<file path="config.mk">
export PLATFORM = sky130hd
export DESIGN_NAME = alarm_zone_ctrl
export DESIGN_NICKNAME = d
export VERILOG_FILES = /design/src/rtl/alarm_zone_ctrl.sv
export SDC_FILE = /design/constraint.sdc
export NUM_CORES = 1
export LEC_CHECK = 0
export CORE_ASPECT_RATIO = 2
export CORE_UTILIZATION = 52
export DETAILED_ROUTE_END_ITERATION = 12
export HOLD_SLACK_MARGIN = 0.06
export PLACE_DENSITY = 0.93
export SYNTH_ARGS = -nofsm -noshare
export SYNTH_HDL_FRONTEND = slang
export SYNTH_SLANG_ARGS = --single-unit
</file>
<file path="constraint.sdc">
create_clock -name clk -period 4.2 [get_ports clk]
set_input_delay 0.84 -clock clk [delete_from_list [all_inputs] [get_ports clk]]
set_output_delay 0.84 -clock clk [all_outputs]
set_load 0.005 [all_outputs]
</file>
<file path="src/rtl/alarm_zone_ctrl.sv">
// Multi-zone intrusion alarm controller.
// Entry delay, instant zones, arm-time bypass, bounded siren and trip latch.
//
// Ports:
//   clk, reset_n        rising-edge clock, synchronous active-low reset
//   ENA                 clock enable; all state frozen while low
//   zones               sensor open flags, 1 = open
//   instant_mask        1 = zone alarms with no entry delay
//   bypass              1 = zone ignored; captured on a successful arm
//   keypad/keypad_valid code entry, qualified for one enabled cycle
//   is_armed/is_wait_delay/alarm_siren/is_silenced  state indicators
//   arm_fail            one-cycle pulse after a rejected arm attempt
//   trip_zones          zones tripped since the last arm
//   delay_remaining     entry counter, 0 outside the entry delay
module alarm_zone_ctrl #(
  parameter int          ZONES       = 4,
  parameter int          ENTRY_DELAY = 100,
  parameter int          SIREN_TIME  = 200,
  parameter logic [3:0]  ARM_CODE    = 4'b0011,
  parameter logic [3:0]  DISARM_CODE = 4'b1100,
  localparam int         MAXT = (ENTRY_DELAY > SIREN_TIME) ?
                                ENTRY_DELAY : SIREN_TIME,
  localparam int         CW   = $clog2(MAXT + 1)
) (
  input  logic             clk,
  input  logic             reset_n,
  input  logic             ENA,
  input  logic [ZONES-1:0] zones,
  input  logic [ZONES-1:0] instant_mask,
  input  logic [ZONES-1:0] bypass,
  input  logic [3:0]       keypad,
  input  logic             keypad_valid,
  output logic             is_armed,
  output logic             is_wait_delay,
  output logic             alarm_siren,
  output logic             is_silenced,
  output logic             arm_fail,
  output logic [ZONES-1:0] trip_zones,
  output logic [CW-1:0]    delay_remaining
);

  typedef enum logic [2:0] {
    S_DIS,
    S_ARMED,
    S_WAIT,
    S_ALARM,
    S_SIL
  } state_e;

  localparam logic [CW-1:0] ENTRY_LD = CW'(ENTRY_DELAY - 1);
  localparam logic [CW-1:0] SIREN_LD = CW'(SIREN_TIME - 1);

  state_e           state_q, state_d;
  logic [ZONES-1:0] mask_q, mask_d;
  logic [ZONES-1:0] tz_q, tz_d;
  logic [CW-1:0]    cnt_q, cnt_d;
  logic             fail_q, fail_d;

  logic             arm_ev, disarm_ev;
  logic [ZONES-1:0] trip, inst, fresh;

  // ENA gating is done at the register, so events only need the keypad.
  assign arm_ev    = keypad_valid && (keypad == ARM_CODE);
  assign disarm_ev = keypad_valid && (keypad == DISARM_CODE);

  assign trip  = zones & ~mask_q;
  assign inst  = trip & instant_mask;
  // Only zones not already latched may re-trigger a silenced siren.
  assign fresh = trip & ~tz_q;

  always_comb begin
    state_d = state_q;
    mask_d  = mask_q;
    tz_d    = tz_q;
    cnt_d   = cnt_q;
    fail_d  = 1'b0;
    if (state_q != S_DIS) tz_d = tz_q | trip;
    unique case (state_q)
      S_DIS: begin
        if (arm_ev) begin
          if (~|(zones & ~bypass)) begin
            state_d = S_ARMED;
            mask_d  = bypass;
            tz_d    = '0;
            cnt_d   = '0;
          end else begin
            fail_d = 1'b1;
          end
        end
      end
      S_ARMED: begin
        if (disarm_ev) begin
          state_d = S_DIS;
          cnt_d   = '0;
        end else if (|inst) begin
          state_d = S_ALARM;
          cnt_d   = SIREN_LD;
        end else if (|trip) begin
          state_d = S_WAIT;
          cnt_d   = ENTRY_LD;
        end
      end
      S_WAIT: begin
        if (disarm_ev) begin
          state_d = S_DIS;
          cnt_d   = '0;
        end else if (|inst || cnt_q == '0) begin
          state_d = S_ALARM;
          cnt_d   = SIREN_LD;
        end else begin
          cnt_d = cnt_q - 1'b1;
        end
      end
      S_ALARM: begin
        if (disarm_ev) begin
          state_d = S_DIS;
          cnt_d   = '0;
        end else if (cnt_q == '0) begin
          state_d = S_SIL;
        end else begin
          cnt_d = cnt_q - 1'b1;
        end
      end
      S_SIL: begin
        if (disarm_ev) begin
          state_d = S_DIS;
          cnt_d   = '0;
        end else if (|fresh) begin
          state_d = S_ALARM;
          cnt_d   = SIREN_LD;
        end
      end
      default: begin
        state_d = S_DIS;
        cnt_d   = '0;
      end
    endcase
  end

  always_ff @(posedge clk) begin
    if (!reset_n) begin
      state_q <= S_DIS;
      mask_q  <= '0;
      tz_q    <= '0;
      cnt_q   <= '0;
      fail_q  <= 1'b0;
    end else if (ENA) begin
      state_q <= state_d;
      mask_q  <= mask_d;
      tz_q    <= tz_d;
      cnt_q   <= cnt_d;
      fail_q  <= fail_d;
    end
  end

  assign is_armed        = (state_q == S_ARMED);
  assign is_wait_delay   = (state_q == S_WAIT);
  assign alarm_siren     = (state_q == S_ALARM);
  assign is_silenced     = (state_q == S_SIL);
  assign arm_fail        = fail_q;
  assign trip_zones      = tz_q;
  assign delay_remaining = (state_q == S_WAIT) ? cnt_q : '0;

endmodule

</file>
Yosys cells after proc, flatten, opt, wreduce, memory -nomap -nowiden
Cells that the tools add are included.
{"block": "op_classes", "add_sub_neg": 1, "eq_ne": 13, "n_mux": 32, "bitwise": 9, "n_reduce_logical": 13}
{"cell": "$mux W8", "n": 12}
{"cell": "$pmux W8 S5", "n": 1}
{"cell": "$mux W3", "n": 11}
{"cell": "$and A4 B4 Y4", "n": 4}
{"cell": "$mux W4", "n": 4}
{"cell": "$reduce_or A4 Y1", "n": 4}
{"cell": "$pmux W3 S5", "n": 1}
{"cell": "$not A4 Y4", "n": 3}
{"cell": "$ne A3 B1 Y1 const B", "n": 3}
{"cell": "$logic_not A8 Y1", "n": 1}
{"cell": "$sub A8 B1 Y8 const B", "n": 1}
{"cell": "$reduce_and A7 Y1", "n": 1}
{"cell": "$eq A3 B2 Y1 const B", "n": 2}
{"cell": "$reduce_and A6 Y1", "n": 1}
{"cell": "$eq A4 B2 Y1 const B", "n": 1}
{"cell": "$eq A4 B4 Y1 const B", "n": 1}
{"cell": "$ne A2 B2 Y1 const B", "n": 2}
{"cell": "$ne A4 B1 Y1 const B", "n": 1}
{"cell": "$or A4 B4 Y4", "n": 1}
{"cell": "$reduce_and A4 Y1", "n": 1}
{"cell": "$eq A3 B1 Y1 const B", "n": 1}
{"cell": "$eq A3 B3 Y1 const B", "n": 1}
{"cell": "$logic_not A3 Y1", "n": 1}
{"cell": "$mux W1", "n": 3}
{"cell": "other kinds (5)", "n": 6}
{"block": "totals", "regBits": 20, "in_bits": 20, "output_inout_bits": 17, "word_cells": 73}

Depth between registers and ports, before layout
Gate-level depths: netlist of the first run.
{"block": "logic_depth", "ltp_word": 8, "mapped_depth": 8, "ltp_nobuf": 8}

Worst setup path after synthesis of the first run
Ideal clock, no wire load.
{"block": "synth_path", "kind": "input-to-reg", "startpoint": "input port keypad[1]", "endpoint": "register cnt_q[3]", "setup_ps": 95, "arrival_time_ps": 2709, "required_ps": 4105, "setup_slack_ps": 1396, "stages": 7, "path_buffers": 2, "path_cell_list": "or4_4 > buf_6 > and2_4 > a22o_1 > buf_6 > or4_1 > a221oi_1"}
{"block": "synth_via", "elab_chain_cells": 4}
{"item": "from (decl)", "line": "31", "text": "input logic [3:0] keypad,"}
{"item": "$eq A4 B4 Y1 or $eq A4 B2 Y1 (tied branches)", "line": "64, 63"}
{"item": "$logic_and A1 B1 Y1, on equally long branches", "line": "64, 63"}
{"item": "$ne A4 B1 Y1 (no line) (tied with other cells)"}
{"item": "$reduce_and A6 Y1 (no line) or $pmux W8 S5 (tied branches)"}
{"item": "to (signal assigned)", "line": "151", "text": "cnt_q <= cnt_d;"}
{"item": "to (decl)", "line": "56", "text": "logic [CW-1:0] cnt_q, cnt_d;"}
Parallel ways exist; a longest one is shown, timed or not.
A chain may end at the register's enable or synchronous reset.

Final worst setup path of the first run
{"block": "layout_path", "startpoint": "input port ENA", "endpoint": "register cnt_q[4]"}
{"block": "layout_via", "elab_chain_cells": 1}
{"item": "from (decl)", "line": "27", "text": "input logic ENA,"}
{"item": "$reduce_and A6 Y1 (no line)"}
Every way passes these cells.

==> out/results.ini, run 1 <==
[outcome]
outcome = complete, no violations

[die]
ios = 37
die_y_um = 76.5
die_w_um = 39.3
core_area_um2 = 2600
dieArea_um2 = 3000
initial_utilization_pct = 55.5
row_count = 26

[timing]
rsz0062_at_grt = false
setup-tns-final_ns = 0
min_period_over_period_pct = 77.0
worst_pin_slew_ns = 0.747
slew-limit-headroom_pct = 49.6
fin_ws_ns = 0.967
hold_viol_final = 0
holdWs_ns = 0.479
setup_viol = 0
fin_skew_ns = 0.00314
post-route-min-period_ns = 3.23
slew_viol_final = 0
fmax_ghz = 0.309

[yosys]
synth_flop_cell = dfxtp_1
ys_seq_elements = 20
synthCells = 187
yosysWarnings = 0
yosys.area.top_type = dfxtp_1
synth_nets = 209
async_flop_share_pct = 0
netlist-cell-type-count = 47
synth.area.top_cells = dfxtp_1 (28%), a21oi_1 (6.6%), nor2_1 (5.5%), a2111oi_4 (3.8%), mux2i_1 (3.5%)
synthTopCellsByCount = nor2_1 (21), dfxtp_1 (20), a21oi_1 (19)
yosysSeqAreaShare_pct = 27.7
synth.avg_cell_area_um2 = 7.72
synth-edff-count = 0
post-synth-top-area-fraction_pct = 27.7
synth.most_common_cell = nor2_1
synth.cell_area_um2 = 1440

[placement]
gp_routability_congestion = 0.938
place_hpwl_um = 3220
portBuffers = 36
dp_slack_ns = 0.712

[power]
p_per_area_nw_per_um2 = 338
p_leak_nw = 0.668
ir_drop_mv = 0.291

[worst_setup_path]
ff2ff_path_depth = 6
rrSetupSlack_ns = 1.30
worst_ep_required_time_ns = 4.37
crit_arrival_ns = 3.41
start_kind = input port
worstReg2RegEnd = cnt_q[4]$_SDFFE_PN0P_
worstSetupPathType = input port to flop
r2r-start = state_q[1]$_SDFFE_PN0P_
crit_fanout = 10
endpoint_kind = flop

[drt]
ant_nets = 0
dr.first_iter.drc_count = 76
vias = 1586
vias_per_cell = 6.45
first_pass_iters = 4
finalWirelength_um = 4060
drcViolationCount = 0
wire_per_inst_um = 16.5

[final_layout]
multiInputGateArea_um2 = 941
final_nets = 242
drive_gt1_share_pct = 4.13
area_growth_syn_to_layout_pct = 26.5
nFillCells = 222
regArea_um2 = 400
diodes = 0

[cts]
root_buffer = clkbuf_8
cts_setup_buffers = 0
cts_resized = 0
clkLatencyLatePin_ns = 0.27
clk_pin_slew_worst_paths_ns = 0.07
cts_tree = built
cts_sinks = 20
holdBufCountCts = 0
cts_buffers = 3
ctsLongestPathBuffers = 2
cts_htree_levels = 1

[min_path]
min_path_type = flop to flop
min_path_cells = 2
hold_start = arm_fail$_SDFFE_PN0P_
whs_endpoint = arm_fail$_SDFFE_PN0P_

[global_routing]
first_global_vias = 1576
antenna_found_initial = 0
grt_use_total_pct = 30.5
grt_first_pass_wirelength_um = 6570
grt_overflow_total = 0
grt_max_degree = 14

[job]
max_cap_violations = 0

==> worst max-delay path by stage <==
stage / startpoint / end / slack (ns) / cells past startpoint
after floorplan: keypad[1] / cnt_q[3]$_SDFFE_PN0P_ / 1.40 / 7
after global placement: keypad[1] / cnt_q[4]$_SDFFE_PN0P_ / 0.80 / 6
after detailed placement: ENA / cnt_q[4]$_SDFFE_PN0P_ / 0.71 / 6
after CTS: ENA / cnt_q[4]$_SDFFE_PN0P_ / 0.99 / 6
after global routing: ENA / cnt_q[3]$_SDFFE_PN0P_ / 0.85 / 6
final: ENA / cnt_q[4]$_SDFFE_PN0P_ / 0.97 / 6
==> cell usage in the layout, fill, tap and decap left out, types with 2 or more instances in the layout <==
cell type / n
nor2_1: 21
o211ai_1: 3
clkbuf_8: 3
a22oi_1: 2
nand4_1: 2
o31ai_1: 2
a21oi_1: 19
a2111oi_4: 2
nor4_1: 4
nor3_1: 8
nand2b_1: 7
and2_1: 6
mux2i_1: 5
a221oi_1: 3
dfxtp_1: 20
inv_1: 11
a211oi_1: 2
xnor2_1: 2
ha_1: 2
o22ai_1: 2
nand2_1: 10
o21ai_0: 6
clkdlybuf4s50_1: 36
nand3b_1: 4
nor2b_1: 8
or4_1: 3
nand3_1: 6
==> cell families after synthesis <==
kind of cell | Yosys count | synth area share (%)
XOR/XNOR | 3 | 1.82
AND/OR/NAND/NOR | 88 | 33.4
multiplexers | 5 | 3.47
AO/OA/AOI/OAI | 49 | 24.8
buffers and inverters | 20 | 7.11
adder cells (fa/ha/maj) | 2 | 1.73
flip-flops | 20 | 27.7
==> registers in the layout (all words and copies together) (netlist names) <==
signal	flops
trip_zones	4
arm_fail	1
cnt_q	8
state_q	3
mask_q	4
==> metrics by stage <==
stage / cell area [um2] / cells / total power, W / util, %
after global routing: 1830 / 246 / 0.000647 / 70.2
final: 1830 / 246 / 0.000617 / 70.2
after floorplan: 1440 / 187 / 0.000407 / -
after detailed placement: 1790 / 243 / 0.000483 / 68.6
after CTS: 1830 / 246 / 0.000612 / 70.2
after global placement: 1790 / 243 / 0.000478 / 68.6
==> critical path, cell delays in order <==
cell and delay, ns:
clkdlybuf4s50_1 0.54, a21boi_0 0.56, a41oi_1 0.26, or2_1 0.42
or4_1 0.53, a221oi_1 0.26
==> area by class of cell <==
type,instances,share of cell area [%]
Clock buffer,3,2.26
Inverter,11,2.26
Multi-Input combinational cell,147,51.5
Sequential cell,20,21.9
Tap cell,28,1.92
Timing Repair Buffer,37,20.1
==> power by group <==
part | switching (W) | internal (W)
clock network | 0.0000664 | 0.0000642
logic | 0.000140 | 0.000109
registers | 0.0000292 | 0.000208
total | 0.000236 | 0.000381
==> metal layers <==
| metal | track usage [%] | part of all wire, % | vias up |
|---|---|---|---|
| met4 | 25.2 | 8.3 | 0 |
| met5 | 0 | 0 | - |
| met2 | 54.0 | 56 | 85 |
| met1 | 28.4 | 32 | 722 |
| li1 | - | - | 745 |
| met3 | 1.17 | 4.1 | 34 |
No activity file was read; power rests on OpenSTA's default activity.
==> run 2: changes to the inputs <==
Settings changed: CORE_UTILIZATION 52 to 44, PLACE_DENSITY 0.93 to 0.85.
Clock period 4.2 ns to 2.8 ns, I/O delays scaled along.
==> out/results.ini, run 2 (same netlist as run 1, synthesis figures left out) <==
[outcome]
outcome = complete, no violations  ; unchanged

[final_layout]
final_common_cell = clkdlybuf4s50_1  ; unchanged
regMostFlops = cnt_q  ; unchanged
final_core_util_pct = 64.6  ; was 70.2%
final_nets = 270  ; was 242
fin_area_um2 = 2040  ; was 1830 um2
largest_reg_flops = 8  ; unchanged
layout_common_cells = clkdlybuf4s50_1 (36), buf_4 (29), nor2_1 (21)  ; was clkdlybuf4s50_1 (36), nor2_1 (21), dfxtp_1 (20)
area_growth_syn_to_layout_pct = 41.3  ; was 26.5%
diodes = 0  ; unchanged
drive_gt1_share_pct = 15.0  ; was 4.13%

[drt]
wire_per_inst_um = 16.2  ; was 16.5 um
vias_per_cell = 6.14  ; was 6.45
vias = 1701  ; was 1,586
finalWirelength_um = 4490  ; was 4060 um
ant_nets = 0  ; unchanged
first_pass_iters = 4  ; unchanged
drcViolationCount = 0  ; unchanged
dr.first_iter.drc_count = 41  ; was 76

[cts]
clk_pin_slew_worst_paths_ns = 0.08  ; was 0.07 ns
cts_htree_levels = 1  ; unchanged
ctsLongestPathBuffers = 2  ; unchanged
holdBufCountCts = 0  ; unchanged
root_buffer = clkbuf_8  ; unchanged
cts_tree = built  ; unchanged
cts_resized = 0  ; unchanged
clkLatencyLatePin_ns = 0.26  ; was 0.27 ns
cts_setup_buffers = 0  ; unchanged
cts_buffers = 3  ; unchanged
cts_sinks = 20  ; unchanged

[min_path]
hold_start = cnt_q[6]$_SDFFE_PN0P_  ; was arm_fail$_SDFFE_PN0P_
whs_endpoint = cnt_q[6]$_SDFFE_PN0P_  ; was arm_fail$_SDFFE_PN0P_
min_path_type = flop to flop  ; unchanged
min_path_cells = 2  ; unchanged

[placement]
gp_routability_congestion = 0.897  ; was 0.938
portBuffers = 36  ; unchanged
place_hpwl_um = 3570  ; was 3220 um
place_area_um2 = 2000  ; was 1790 um2

[worst_setup_path]
cpPeakStageDelay_ns = 0.50  ; was 0.56 ns
rrSetupSlack_ns = 0.41  ; was 1.30 ns
path_buf_inv = 2  ; was 1
crit_fanout = 4  ; was 10
crit_path_top_delay_cell = or4_4  ; was a21boi_0
ff2ff_path_depth = 6  ; unchanged
worstSetupPathType = input port to flop  ; unchanged
crit_arrival_ns = 2.84  ; was 3.41 ns
worst_ep_required_time_ns = 2.96  ; was 4.37 ns
worstReg2RegEnd = cnt_q[3]$_SDFFE_PN0P_  ; was cnt_q[4]$_SDFFE_PN0P_
start_kind = input port  ; unchanged
path_cells = clkdlybuf4s50_1 > inv_1 > or4_4 > and4_1 > or2_1 > or4_1 > a221oi_1  ; was clkdlybuf4s50_1 > a21boi_0 > a41oi_1 > or2_1 > or4_1 > a221oi_1
cpLargestDelayFamily = simple AND/OR/NAND/NOR gates  ; was compound AO/OA/AOI/OAI gates
endpoint_kind = flop  ; unchanged
r2r-start = state_q[1]$_SDFFE_PN0P_  ; unchanged

[timing]
fin_skew_ns = 0.00157  ; was 0.00314 ns
fmax_ghz = 0.373
setup_viol = 0  ; unchanged
post-route-min-period_ns = 2.68
hold_viol_final = 0  ; unchanged
min_period_over_period_pct = 95.7
worst_pin_slew_ns = 0.494  ; was 0.747 ns
slew_viol_final = 0  ; unchanged
rsz0062_at_grt = false  ; unchanged
slew-limit-headroom_pct = 66.8  ; was 49.6%

[job]
max_cap_violations = 0  ; unchanged

[die]
row_count = 29  ; was 26
die_y_um = 83.0  ; was 76.5 um
dieArea_um2 = 3530  ; was 3000 um2
die_w_um = 42.5  ; was 39.3 um
initial_utilization_pct = 45.7  ; was 55.5%
ios = 37  ; unchanged
core_area_um2 = 3160  ; was 2600 um2

[power]
switching_share_pct = 37.0  ; was 38.2%
p_clk_share_pct = 19.9  ; was 21.2%
power_frac_seq_pct = 36.0  ; was 38.4%
p_per_area_nw_per_um2 = 485  ; was 338 nW/um2
ir_drop_mv = 0.420  ; was 0.291 mV
power_switching_w = 0.000366  ; was 0.000236 W
combPwrFrac_pct = 44.1  ; was 40.4%
p_leak_nw = 0.804  ; was 0.668 nW
internal_power_w = 0.000623  ; was 0.000381 W

[global_routing]
grt_max_degree = 14  ; unchanged
grt_use_total_pct = 26.5  ; was 30.5%
grt_first_pass_wirelength_um = 7160  ; was 6570 um
antenna_found_initial = 0  ; unchanged
grt_overflow_total = 0  ; unchanged
first_global_vias = 1690  ; was 1,576

[run 2: cell types whose count changed in the layout (fill, tap and decap cells not counted), sizes merged]
cell	previous run	this run
buf	1	29
[run 2: worst max-delay path by stage]
stage	from	endpoint	depth (start not counted)
finish	keypad[3]	cnt_q[3]$_SDFFE_PN0P_	7
CTS	keypad[3]	cnt_q[4]$_SDFFE_PN0P_	7
global placement	keypad[3]	cnt_q[4]$_SDFFE_PN0P_	7
global route	keypad[3]	cnt_q[3]$_SDFFE_PN0P_	7
detailed placement	keypad[3]	cnt_q[3]$_SDFFE_PN0P_	7
floorplan	keypad[1]	cnt_q[3]$_SDFFE_PN0P_	7
[run 2: worst min-delay path: cells and delay by family (launching register included)]
family,cells,cell delay [ns]
flops,1,0.33
simple gates,1,0.06
compound gates,1,0.05
[run 2: metal layers]
layer  vias up  routed length, um  global-route usage, %
li1        803                  -                      -
met1       773               1460                   21.8
met2        92               2560                   50.9
met3        33                175                   3.70
met4         0                301                   21.3
met5         -                  0                      0
[run 2: power groups by stage]
stage          registers, W  clock network (W)  logic (W)
6_report           0.000356           0.000197   0.000437
5_1_grt            0.000361           0.000211   0.000475
4_1_cts            0.000355           0.000199   0.000432
3_5_place_dp       0.000361                  0   0.000429
3_3_place_gp       0.000360                  0   0.000422
2_1_floorplan      0.000340                  0   0.000271
[run 2: layout make-up]
| class | instances | area, um2 |
|---|---|---|
| well taps | 31 | 38.8 |
| inverters | 11 | 41.3 |
| flip-flops and latches | 20 | 400 |
| fillers | 263 | 1120 |
| repair buffers | 65 | 578 |
| clock buffers | 3 | 41.3 |
| multi-input cells | 147 | 941 |
[run 2: per-stage QoR]
step                      total power [W]  hold WS (ns)  cells  worst slack [ns]  TNS (ns)
after detailed placement         0.000790         0.469    274            -0.138    -0.285
after floorplan                  0.000611         0.437    187             0.276         0
after global routing              0.00105         0.486    277            0.0230         0
after global placement           0.000782         0.446    274           -0.0611    -0.117
final                            0.000989         0.478    277             0.119         0
after CTS                        0.000986         0.480    277             0.140         0
